### src/rtl/apb_pkg.sv
// Shared APB definitions: transfer state encoding and default bus widths.
package apb_pkg;

    typedef enum logic [1:0] {
        IDLE   = 2'd0,
        SETUP  = 2'd1,
        ACCESS = 2'd2
    } apb_state_e;

    localparam int APB_ADDR_W = 32;
    localparam int APB_DATA_W = 32;

endpackage

### src/rtl/apb_wait_timer.sv
// Counts consecutive wait-state ACCESS cycles and flags the last one allowed
// before the master must abort. Only instantiated with APB_TIMEOUT_EN.
module apb_wait_timer #(
    parameter int TIMEOUT_CYCLES = 16
) (
    input  logic PCLK,
    input  logic PRESETn,
    input  logic clear,
    input  logic inc,
    output logic tc
);

    localparam int CW = $clog2(TIMEOUT_CYCLES + 1);

    logic [CW-1:0] count;

    // tc marks the cycle in which one more low PREADY exhausts the budget
    assign tc = (count == CW'(TIMEOUT_CYCLES - 1));

    always_ff @(posedge PCLK or negedge PRESETn) begin
        if (!PRESETn) begin
            count <= '0;
        end else if (clear) begin
            count <= '0;
        end else if (inc && !tc) begin
            count <= count + 1'b1;
        end
    end

endmodule

### src/rtl/apb_master.sv
// APB requester: sequences valid/ready commands through SETUP/ACCESS and
// returns a one-cycle response. Optional wait-state abort with APB_TIMEOUT_EN.
module apb_master
    import apb_pkg::*;
#(
    parameter int ADDR_WIDTH     = APB_ADDR_W,
    parameter int DATA_WIDTH     = APB_DATA_W,
    parameter int TIMEOUT_CYCLES = 16
) (
    input  logic                  PCLK,
    input  logic                  PRESETn,
    input  logic                  cmd_valid,
    output logic                  cmd_ready,
    input  logic                  cmd_write,
    input  logic [ADDR_WIDTH-1:0] cmd_addr,
    input  logic [DATA_WIDTH-1:0] cmd_wdata,
    output logic                  rsp_valid,
    output logic [DATA_WIDTH-1:0] rsp_rdata,
    output logic                  rsp_err,
    output logic                  PSEL,
    output logic                  PENABLE,
    output logic                  PWRITE,
    output logic [ADDR_WIDTH-1:0] PADDR,
    output logic [DATA_WIDTH-1:0] PWDATA,
    input  logic [DATA_WIDTH-1:0] PRDATA,
    input  logic                  PREADY
);

    apb_state_e state, state_next;
    logic       accept;
    logic       complete;
    logic       abort;

    assign cmd_ready = (state == IDLE) || (state == ACCESS && PREADY);
    assign accept    = cmd_valid && cmd_ready;
    assign complete  = (state == ACCESS) && PREADY;

`ifdef APB_TIMEOUT_EN
    logic tc;
    logic err_q;

    apb_wait_timer #(
        .TIMEOUT_CYCLES(TIMEOUT_CYCLES)
    ) u_wait_timer (
        .PCLK   (PCLK),
        .PRESETn(PRESETn),
        .clear  (state == SETUP),
        .inc    ((state == ACCESS) && !PREADY),
        .tc     (tc)
    );

    // A PREADY arriving on the limit edge is a normal completion
    assign abort = (state == ACCESS) && !PREADY && tc;

    always_ff @(posedge PCLK or negedge PRESETn) begin
        if (!PRESETn) begin
            err_q <= 1'b0;
        end else if (complete) begin
            err_q <= 1'b0;
        end else if (abort) begin
            err_q <= 1'b1;
        end
    end

    assign rsp_err = err_q;
`else
    assign abort = 1'b0;
    // TIMEOUT_CYCLES has no effect in this build
    assign rsp_err = 1'b0 & (TIMEOUT_CYCLES > 0);
`endif

    always_comb begin
        state_next = state;
        unique case (state)
            IDLE:    if (accept) state_next = SETUP;
            SETUP:   state_next = ACCESS;
            ACCESS: begin
                if (PREADY) begin
                    state_next = accept ? SETUP : IDLE;
                end else if (abort) begin
                    state_next = IDLE;
                end
            end
            default: state_next = IDLE;
        endcase
    end

    // Bus strobes are registered from the next state so they track it exactly
    always_ff @(posedge PCLK or negedge PRESETn) begin
        if (!PRESETn) begin
            state     <= IDLE;
            PSEL      <= 1'b0;
            PENABLE   <= 1'b0;
            PWRITE    <= 1'b0;
            PADDR     <= '0;
            PWDATA    <= '0;
            rsp_valid <= 1'b0;
            rsp_rdata <= '0;
        end else begin
            state     <= state_next;
            PSEL      <= (state_next != IDLE);
            PENABLE   <= (state_next == ACCESS);
            rsp_valid <= complete || abort;
            if (accept) begin
                PWRITE <= cmd_write;
                PADDR  <= cmd_addr;
                PWDATA <= cmd_wdata;
            end
            if (complete) begin
                rsp_rdata <= PWRITE ? '0 : PRDATA;
            end else if (abort) begin
                rsp_rdata <= '0;
            end
        end
    end

endmodule

### config.mk
export PLATFORM = sky130hd
export DESIGN_NAME = apb_master
export DESIGN_NICKNAME = d
export VERILOG_FILES = /design/src/rtl/apb_pkg.sv /design/src/rtl/apb_wait_timer.sv /design/src/rtl/apb_master.sv
export SDC_FILE = /design/constraint.sdc
export NUM_CORES = 1
export LEC_CHECK = 0
export ABC_CLOCK_PERIOD_IN_PS = 1800
export CAP_MARGIN = 20
export CORE_ASPECT_RATIO = 0.7
export CORE_MARGIN = 2
export CORE_UTILIZATION = 25
export DETAILED_ROUTE_END_ITERATION = 10
export DONT_BUFFER_PORTS = 1
export GPL_ROUTABILITY_DRIVEN = 1
export PLACE_DENSITY = 0.45
export SYNTH_ARGS = -nofsm -noshare
export SYNTH_HDL_FRONTEND = slang
export SYNTH_SLANG_ARGS = --single-unit
### constraint.sdc
create_clock -name PCLK -period 1.8 [get_ports PCLK]
set_input_delay 0.36 -clock PCLK [delete_from_list [all_inputs] [get_ports PCLK]]
set_output_delay 0.36 -clock PCLK [all_outputs]
set_load 0.01 [all_outputs]
# == Yosys cells after proc, flatten, opt, wreduce, memory -nomap -nowiden ==
# Cells that the tools add are included.
# op_classes
n_reduce_logical,5
n_mux,5
n_eq_ne,3
# ops
operator,count
2-to-1 mux 32 bit,1
one-hot mux 2 bit (3 select lines),1
"== test 2 bit, second input constant",2
2-to-1 mux 2 bit,2
"== test 2 x 1 -> 1 bit, second input constant",1
logical AND 1 bit,2
logical NOT 2 bit,1
nonzero test 2 bit,1
logical OR 1 bit,1
2-to-1 mux 1 bit,1
# word_totals
ff_bits,102
out_inout_bits,102
elab_cells,21

# == Longest topological paths before layout ==
# Gate-level depths: netlist (run 1).
# depth
word_depth,8
ltp_mapped,5
mapped_depth_nobuf,3

# == Worst setup path after synthesis (run 1) ==
# No wires, ideal clock.
# synth_path
path_type,reg2reg
startpoint,register state[1]
endpoint,register PADDR[0]
setup_ns,0.127
arrival_ns,1.371
path_slack_ns,0.301
stages_incl_launch_ff,6
t_required_ns,1.673
n_path_buf,2
cell_sequence,dfrtp_1 > nor2b_2 > nor3b_2 > buf_6 > buf_6 > mux2_1
# synth_via
elab_chain_cells,4
elab_cells_between_ends,5
# synth_rtl
item,line,rtl
start: declaration,apb_master.sv:29,"apb_state_e state, state_next;"
start signal: assignment,apb_master.sv:100,state <= state_next;
== test 2 bit,apb_master.sv:34,assign cmd_ready = (state == IDLE) || (state == ACCESS && PREADY);
logical AND 1 bit,apb_master.sv:34,
logical OR 1 bit (*),apb_master.sv:34,
logical AND 1 bit (*),apb_master.sv:35,assign accept = cmd_valid && cmd_ready;
end signal: assignment,apb_master.sv:106,PADDR <= cmd_addr;
end: declaration,apb_master.sv:23,"output logic [ADDR_WIDTH-1:0] PADDR,"
# Mark *: on every way between the ends. The rest lies on a longest branch, timed or not.
# A chain may end at the register's enable or synchronous reset.

# == Worst setup path in the final report (run 1) ==
# layout_path
startpoint,register state[1]
endpoint,register PWRITE
# layout_via
elab_chain_cells,4
elab_cells_between_ends,5
# layout_rtl
item,line,rtl
== test 2 bit,apb_master.sv:34,
logical AND 1 bit,apb_master.sv:34,
logical OR 1 bit (*),apb_master.sv:34,
logical AND 1 bit (*),apb_master.sv:35,
end signal: assignment,apb_master.sv:105,PWRITE <= cmd_write;
end: declaration,apb_master.sv:22,"output logic PWRITE,"
# Marked as above.

==> results of run 1 <==
worst max path at each step:
stage | startpoint | endpoint | slack [ns] | cells after the start
after detailed placement | state[1]$_DFF_PN0_ | PWRITE$_DFFE_PN0P_ | 0.18 | 4
after floorplan | state[1]$_DFF_PN0_ | PADDR[0]$_DFFE_PN0P_ | 0.30 | 5
after global placement | state[1]$_DFF_PN0_ | PWRITE$_DFFE_PN0P_ | 0.21 | 4
after CTS | state[1]$_DFF_PN0_ | PWRITE$_DFFE_PN0P_ | 0.17 | 4
after global routing | state[1]$_DFF_PN0_ | PADDR[5]$_DFFE_PN0P_ | 0.09 | 4
final | state[1]$_DFF_PN0_ | PWRITE$_DFFE_PN0P_ | 0.17 | 4
power by group through the flow:
| stage | clock network [uW] | registers (uW) | logic (uW) |
|---|---|---|---|
| 5_1_grt | 2150 | 3920 | 1020 |
| 2_1_floorplan | 0 | 3710 | 784 |
| 3_5_place_dp | 0 | 3890 | 918 |
| 3_3_place_gp | 0 | 3900 | 858 |
| 6_report | 1960 | 3840 | 889 |
| 4_1_cts | 2060 | 3860 | 912 |
placed cells by master, fill, tap and decap left out:
| master | count |
|---|---|
| o21ai_0 | 35 |
| conb_1 | 1 |
| dfrtp_1 | 102 |
| mux2_1 | 39 |
| clkbuf_16 | 9 |
| buf_12 | 2 |
| clkinvlp_4 | 1 |
| clkbuf_8 | 1 |
| nand2_1 | 32 |
| nor2b_2 | 1 |
| inv_6 | 1 |
| nor2_1 | 2 |
| clkbuf_1 | 2 |
| nor3b_4 | 1 |
| nand3b_1 | 1 |
| buf_4 | 2 |
| inv_1 | 1 |
| nand2b_1 | 34 |
| bufinv_16 | 1 |
| mux2_2 | 26 |
| clkinv_4 | 1 |
flip-flops by register name, summed over array words and instances (netlist names):
name / flops
PWRITE: 1
rsp_rdata: 32
state: 2
rsp_valid: 1
PSEL: 1
PADDR: 32
PWDATA: 32
PENABLE: 1
logic make-up after synthesis:
family	synth area share
AO/OA/AOI/OAI	0.0443
buffers and inverters	0.0310
flip-flops	0.645
multiplexers	0.185
other	0.000948
AND/OR/NAND/NOR	0.0933
layer usage:
layer  GRT usage  part of all wire
met1       0.119              0.43
met2       0.135              0.46
met3      0.0517             0.094
met4      0.0377             0.013
met5           0                 0
cell type report:
class                      count  area, sq um
fill                        1590        11100
clock inverter                 4         55.1
timing repair buffer           4         55.1
multi-input combinational    172         1290
inverter                       1         3.75
sequential                   102         2550
clock buffer                  12          246
tap                          200          250
stage by stage:
step | utilization | hold WS (ns)
finish | 0.287 | -0.287
global route | 0.287 | -0.317
CTS | 0.287 | -0.313
detailed placement | 0.268 | 0.0668
global placement | 0.268 | 0.0669
floorplan | - | 0.0644
worst register-to-register path, cell delays in order (launching register included):
cell and delay [ns]:
dfrtp_1 0.40, nor2b_2 0.19, nor3b_4 0.23, buf_12 0.27, mux2_2 0.43
==> reports/results.txt, run 1 <==
CTS tree -> built
HPWL after detailed placement -> 5600 microns
Hold Crit Class -> in2async
largest net degree at the start of global routing -> 103
FF-to-FF setup slack -> 0.17 ns
Pre-Repair DR Iteration Count -> 4
crit path DAT -> 1.86 ns
Final Instance Area -> 4450 sq um
most common cell in the synthesized netlist -> dfrtp_1
dpl ws -> 0.180 ns
initial antenna violation count -> 0
count of different cell masters after synthesis -> 18
Pins Over Slew Limit -> 0
Critical Path Source Type -> flip-flop
switching pwr -> 2080 uW
die extent in y -> 109 microns
Final WS setup -> 0.168 ns
switch share -> 0.311
cells after synthesis -> 293
slowest stage delay, CP -> 0.40 ns
total gr overflow -> 0
EDFF count, synth -> 0
# clock sinks -> 102
# H-tree levels -> 3
FF+latch count, synth -> 102
crit-path max FO -> 49
routability congestion estimate -> 0.678
number of buffers created by CTS -> 9
Max Root-Sink Buffers -> 2
RR Startpoint -> state[1]$_DFF_PN0_
reg2reg path depth -> 4
delay-heaviest family, CP -> simple AND/OR/NAND/NOR gates
drt total wl -> 8030 microns
placed insts -> 479
total power -> 6690 uW
antenna-violating nets left -> 0
status -> finished with violations
worst ir drop on vdd -> 488 uV
crit path kind -> reg2reg
ranking of synthesized cells by area -> dfrtp_1, mux2_1, mux2_2, nand2b_1, o21ai_0
diode count -> 0
site row count -> 38
Synth top cells by count -> dfrtp_1, mux2_1, o21ai_0
Vias/cell -> 4.35
Skew-Pair Late Insertion Delay -> 0.34 ns
Post-Syn Nets -> 394
Synth async-reset ratio -> 1.00
clock skew -> 0.00636 ns
Routed WL per cell -> 16.2 microns
DRC -> 0
post-CTS setup repair buffer count -> 0
die area -> 16,900 sq um
final net count -> 391
port bufs -> 0
Max Clock Freq -> 0.613 GHz
Max Cap Violations -> 0
Netlist Area Pre-Place -> 3960 sq um
# IOs -> 203
leakage power -> 0.00188 uW
fin crit share -> 0.907
largest area contributor in the netlist -> dfrtp_1
Worst Path Required -> 2.02 ns
vias in the first global route -> 2,118
DRT iter0 DRCs -> 94
Avg Inst Size Synth -> 13.5 sq um
ys flop type -> dfrtp_1
floorplan core area -> 15,500 sq um
Buf+Inv Stages, Crit Path -> 1
Sum Neg Setup Slack -> 0 ns
Seq pwr share -> 0.573
Initial Util -> 0.255
clock share of power -> 0.294
Die W -> 154 microns
layout cell share with drive strength beyond 1 -> 0.156
Tot GR Track Use -> 0.0945
area grow syn2layout -> 12.5%
Final Hold Vio Count -> 102
failing checks -> negative hold slack
Seq/Total Area, Yosys -> 0.645
Comb pwr share -> 0.133
Layout Cells excl Fill -> 495
Post-CTS Resized -> 0
worst hold slack -> -0.287 ns
RSZ-0062 raised after global routing -> false
first-pass GRT wire length -> 12,100 microns
root buf cell -> clkbuf_16
post-layout min period -> 1.63 ns
capturing point of the worst reg2reg path -> PWRITE$_DFFE_PN0P_
CP Cell Sequence -> nor2b_2 > nor3b_4 > buf_12 > mux2_2
placed cell area -> 4150 sq um
pwr dens -> 1500 nW/um^2
Final setup viols -> 0
via count -> 2,155
Clk pin slew, worst setup/hold paths -> 0.07 ns
Int Power -> 4610 uW
Critical Path Sink Type -> flip-flop
Synth top area share -> 0.645
Yosys warnings -> 0
Worst path slowest cell -> dfrtp_1
No activity file was read; power rests on OpenSTA's default activity.
==> run 2: changes to the inputs <==
--- a/config.mk
+++ b/config.mk
@@ -9,11 +9,11 @@
 export CAP_MARGIN = 20
 export CORE_ASPECT_RATIO = 0.7
 export CORE_MARGIN = 2
-export CORE_UTILIZATION = 25
+export CORE_UTILIZATION = 60
 export DETAILED_ROUTE_END_ITERATION = 10
 export DONT_BUFFER_PORTS = 1
 export GPL_ROUTABILITY_DRIVEN = 1
-export PLACE_DENSITY = 0.45
+export PLACE_DENSITY = 0.83
 export SYNTH_ARGS = -nofsm -noshare
 export SYNTH_HDL_FRONTEND = slang
 export SYNTH_SLANG_ARGS = --single-unit
==> reports/results.txt, run 2 (synthesized netlist as in run 1, its figures left out) <==
Final Hold Vio Count -> 102 (unchanged)
RR Startpoint -> state[1]$_DFF_PN0_
worst ir drop on vdd -> 653 uV (+34%)
Max Clock Freq -> 0.614 GHz (+0.23%)
total gr overflow -> 0 (unchanged)
Final setup viols -> 0 (unchanged)
total power -> 5980 uW (-11%)
clock share of power -> 0.208 (-0.086)
Routed WL per cell -> 20.0 microns (+23%)
# clock sinks -> 102 (unchanged)
crit path DAT -> 1.86 ns (about the same)
leakage power -> 0.00182 uW (-3.2%)
Pins Over Slew Limit -> 0 (unchanged)
port bufs -> 0 (unchanged)
DRT iter0 DRCs -> 81 (-14%)
initial antenna violation count -> 0 (unchanged)
Sum Neg Setup Slack -> 0 ns (unchanged)
Vias/cell -> 5.72 (+31%)
reg2reg path depth -> 4 (unchanged)
Skew-Pair Late Insertion Delay -> 0.36 ns (+0.02 ns)
pwr dens -> 1440 nW/um^2 (-4.6%)
Layout fillers -> 464 (-71%)
clock skew -> 0.0118 ns (+0.00544 ns)
capturing point of the worst reg2reg path -> PWDATA[1]$_DFFE_PN0P_
Post-CTS Resized -> 0 (unchanged)
Seq pwr share -> 0.648 (+0.075)
Buf+Inv Stages, Crit Path -> 1 (unchanged)
die area -> 7270 sq um (-57%)
failing checks -> negative hold slack
vias in the first global route -> 2,076 (-2.0%)
HPWL after detailed placement -> 5390 microns (-3.7%)
CP Cell Sequence -> nor2b_2 > nor3b_4 > buf_12 > mux2_2
first-pass GRT wire length -> 11,000 microns (-8.9%)
largest net degree at the start of global routing -> 103 (unchanged)
Final Instance Area -> 4170 sq um (-6.4%)
area grow syn2layout -> 5.35%
CTS tree -> built
total area of sequential cells -> 2550 sq um (unchanged)
Critical Path Sink Type -> flip-flop
delay-heaviest family, CP -> simple AND/OR/NAND/NOR gates
Pre-Repair DR Iteration Count -> 4 (unchanged)
Slew headroom -> 0.442
Worst path slowest cell -> dfrtp_1
routability congestion estimate -> 0.745 (+9.8%)
antenna-violating nets left -> 0 (unchanged)
Clk pin slew, worst setup/hold paths -> 0.09 ns (+0.02 ns)
status -> finished with violations
switch share -> 0.333 (+0.0221)
Initial Util -> 0.627 (+0.372)
number of buffers created by CTS -> 9 (unchanged)
Comb pwr share -> 0.144 (+0.011)
Worst Path Required -> 2.04 ns (+0.02 ns)
Critical Path Source Type -> flip-flop
post-CTS setup repair buffer count -> 0 (unchanged)
crit-path max FO -> 35 (-29%)
top flop regs -> PADDR x32, PWDATA x32, rsp_rdata x32
Hold Crit Class -> in2async
Int Power -> 3990 uW (-13%)
# IOs -> 203 (unchanged)
Max Cap Violations -> 0 (unchanged)
post-layout min period -> 1.63 ns (-0.00377 ns)
most common cell after layout, fill and taps aside -> dfrtp_1
area of the multi-input gates -> 1290 sq um (unchanged)
Tot GR Track Use -> 0.200 (+0.105)
FF-to-FF setup slack -> 0.17 ns (about the same)
worst hold slack -> -0.305 ns (-0.0180 ns)
slowest stage delay, CP -> 0.41 ns (about the same)
layout cell share with drive strength beyond 1 -> 0.153 (-0.00287)
RSZ-0062 raised after global routing -> false
placed cell area -> 4000 sq um (-3.6%)
root buf cell -> clkbuf_8
worst slew pin tran -> 0.837 ns
floorplan core area -> 6310 sq um (-59%)
site row count -> 24 (-37%)
drt total wl -> 7440 microns (-7.4%)
commonest non-fill, non-tap cells in the layout -> dfrtp_1, mux2_1, o21ai_0
via count -> 2,127 (-1.3%)
switching pwr -> 1990 uW (-4.3%)
final net count -> 390 (-0.26%)
Die W -> 101 microns (-35%)
die extent in y -> 71.9 microns (-34%)
# H-tree levels -> 3 (unchanged)
fin crit share -> 0.904 (-0.00209)
diode count -> 0 (unchanged)
crit path kind -> reg2reg
DRC -> 0 (unchanged)
Max Root-Sink Buffers -> 2 (unchanged)
## run 2: routing by layer
metal | global-route usage | wire [microns] | up-vias
met5 | 0 | 0 | -
met4 | 0.0616 | 57 | 0
met3 | 0.105 | 898 | 5
met2 | 0.309 | 3640 | 117
met1 | 0.247 | 2840 | 1034
li1 | - | - | 971
## run 2: worst max-delay path by stage
| stage | slack [ns] | startpoint | to | depth (start not counted) |
|---|---|---|---|---|
| floorplan | 0.30 | state[1]$_DFF_PN0_ | PADDR[0]$_DFFE_PN0P_ | 5 |
| global placement | 0.23 | state[1]$_DFF_PN0_ | PADDR[31]$_DFFE_PN0P_ | 4 |
| detailed placement | 0.18 | state[1]$_DFF_PN0_ | PWDATA[1]$_DFFE_PN0P_ | 4 |
| CTS | 0.15 | state[1]$_DFF_PN0_ | PWDATA[1]$_DFFE_PN0P_ | 4 |
| global route | 0.08 | state[1]$_DFF_PN0_ | PADDR[14]$_DFFE_PN0P_ | 4 |
| finish | 0.17 | state[1]$_DFF_PN0_ | PWDATA[1]$_DFFE_PN0P_ | 4 |
## run 2: area by class of cell
type	count	share of cell area
multi-input cells	172	0.309
well taps	78	0.0234
clock inverters	5	0.00841
inverters	1	0.000901
repair buffers	3	0.0144
flip-flops and latches	102	0.613
clock buffers	11	0.0315
## run 2: per-stage QoR
step | setup WS (ns) | cells | utilization
6_report | 0.172 | 372 | 0.661
3_3_place_gp | 0.231 | 356 | 0.634
5_1_grt | 0.0789 | 372 | 0.661
4_1_cts | 0.151 | 372 | 0.661
2_1_floorplan | 0.301 | 293 | -
3_5_place_dp | 0.180 | 356 | 0.634
## run 2: power groups by stage
| stage | logic (uW) | clock network [uW] | registers [uW] |
|---|---|---|---|
| after floorplan | 784 | 0 | 3710 |
| after global placement | 806 | 0 | 3910 |
| after detailed placement | 885 | 0 | 3930 |
| after CTS | 881 | 1290 | 3900 |
| after global routing | 985 | 1380 | 3970 |
| final | 862 | 1240 | 3880 |
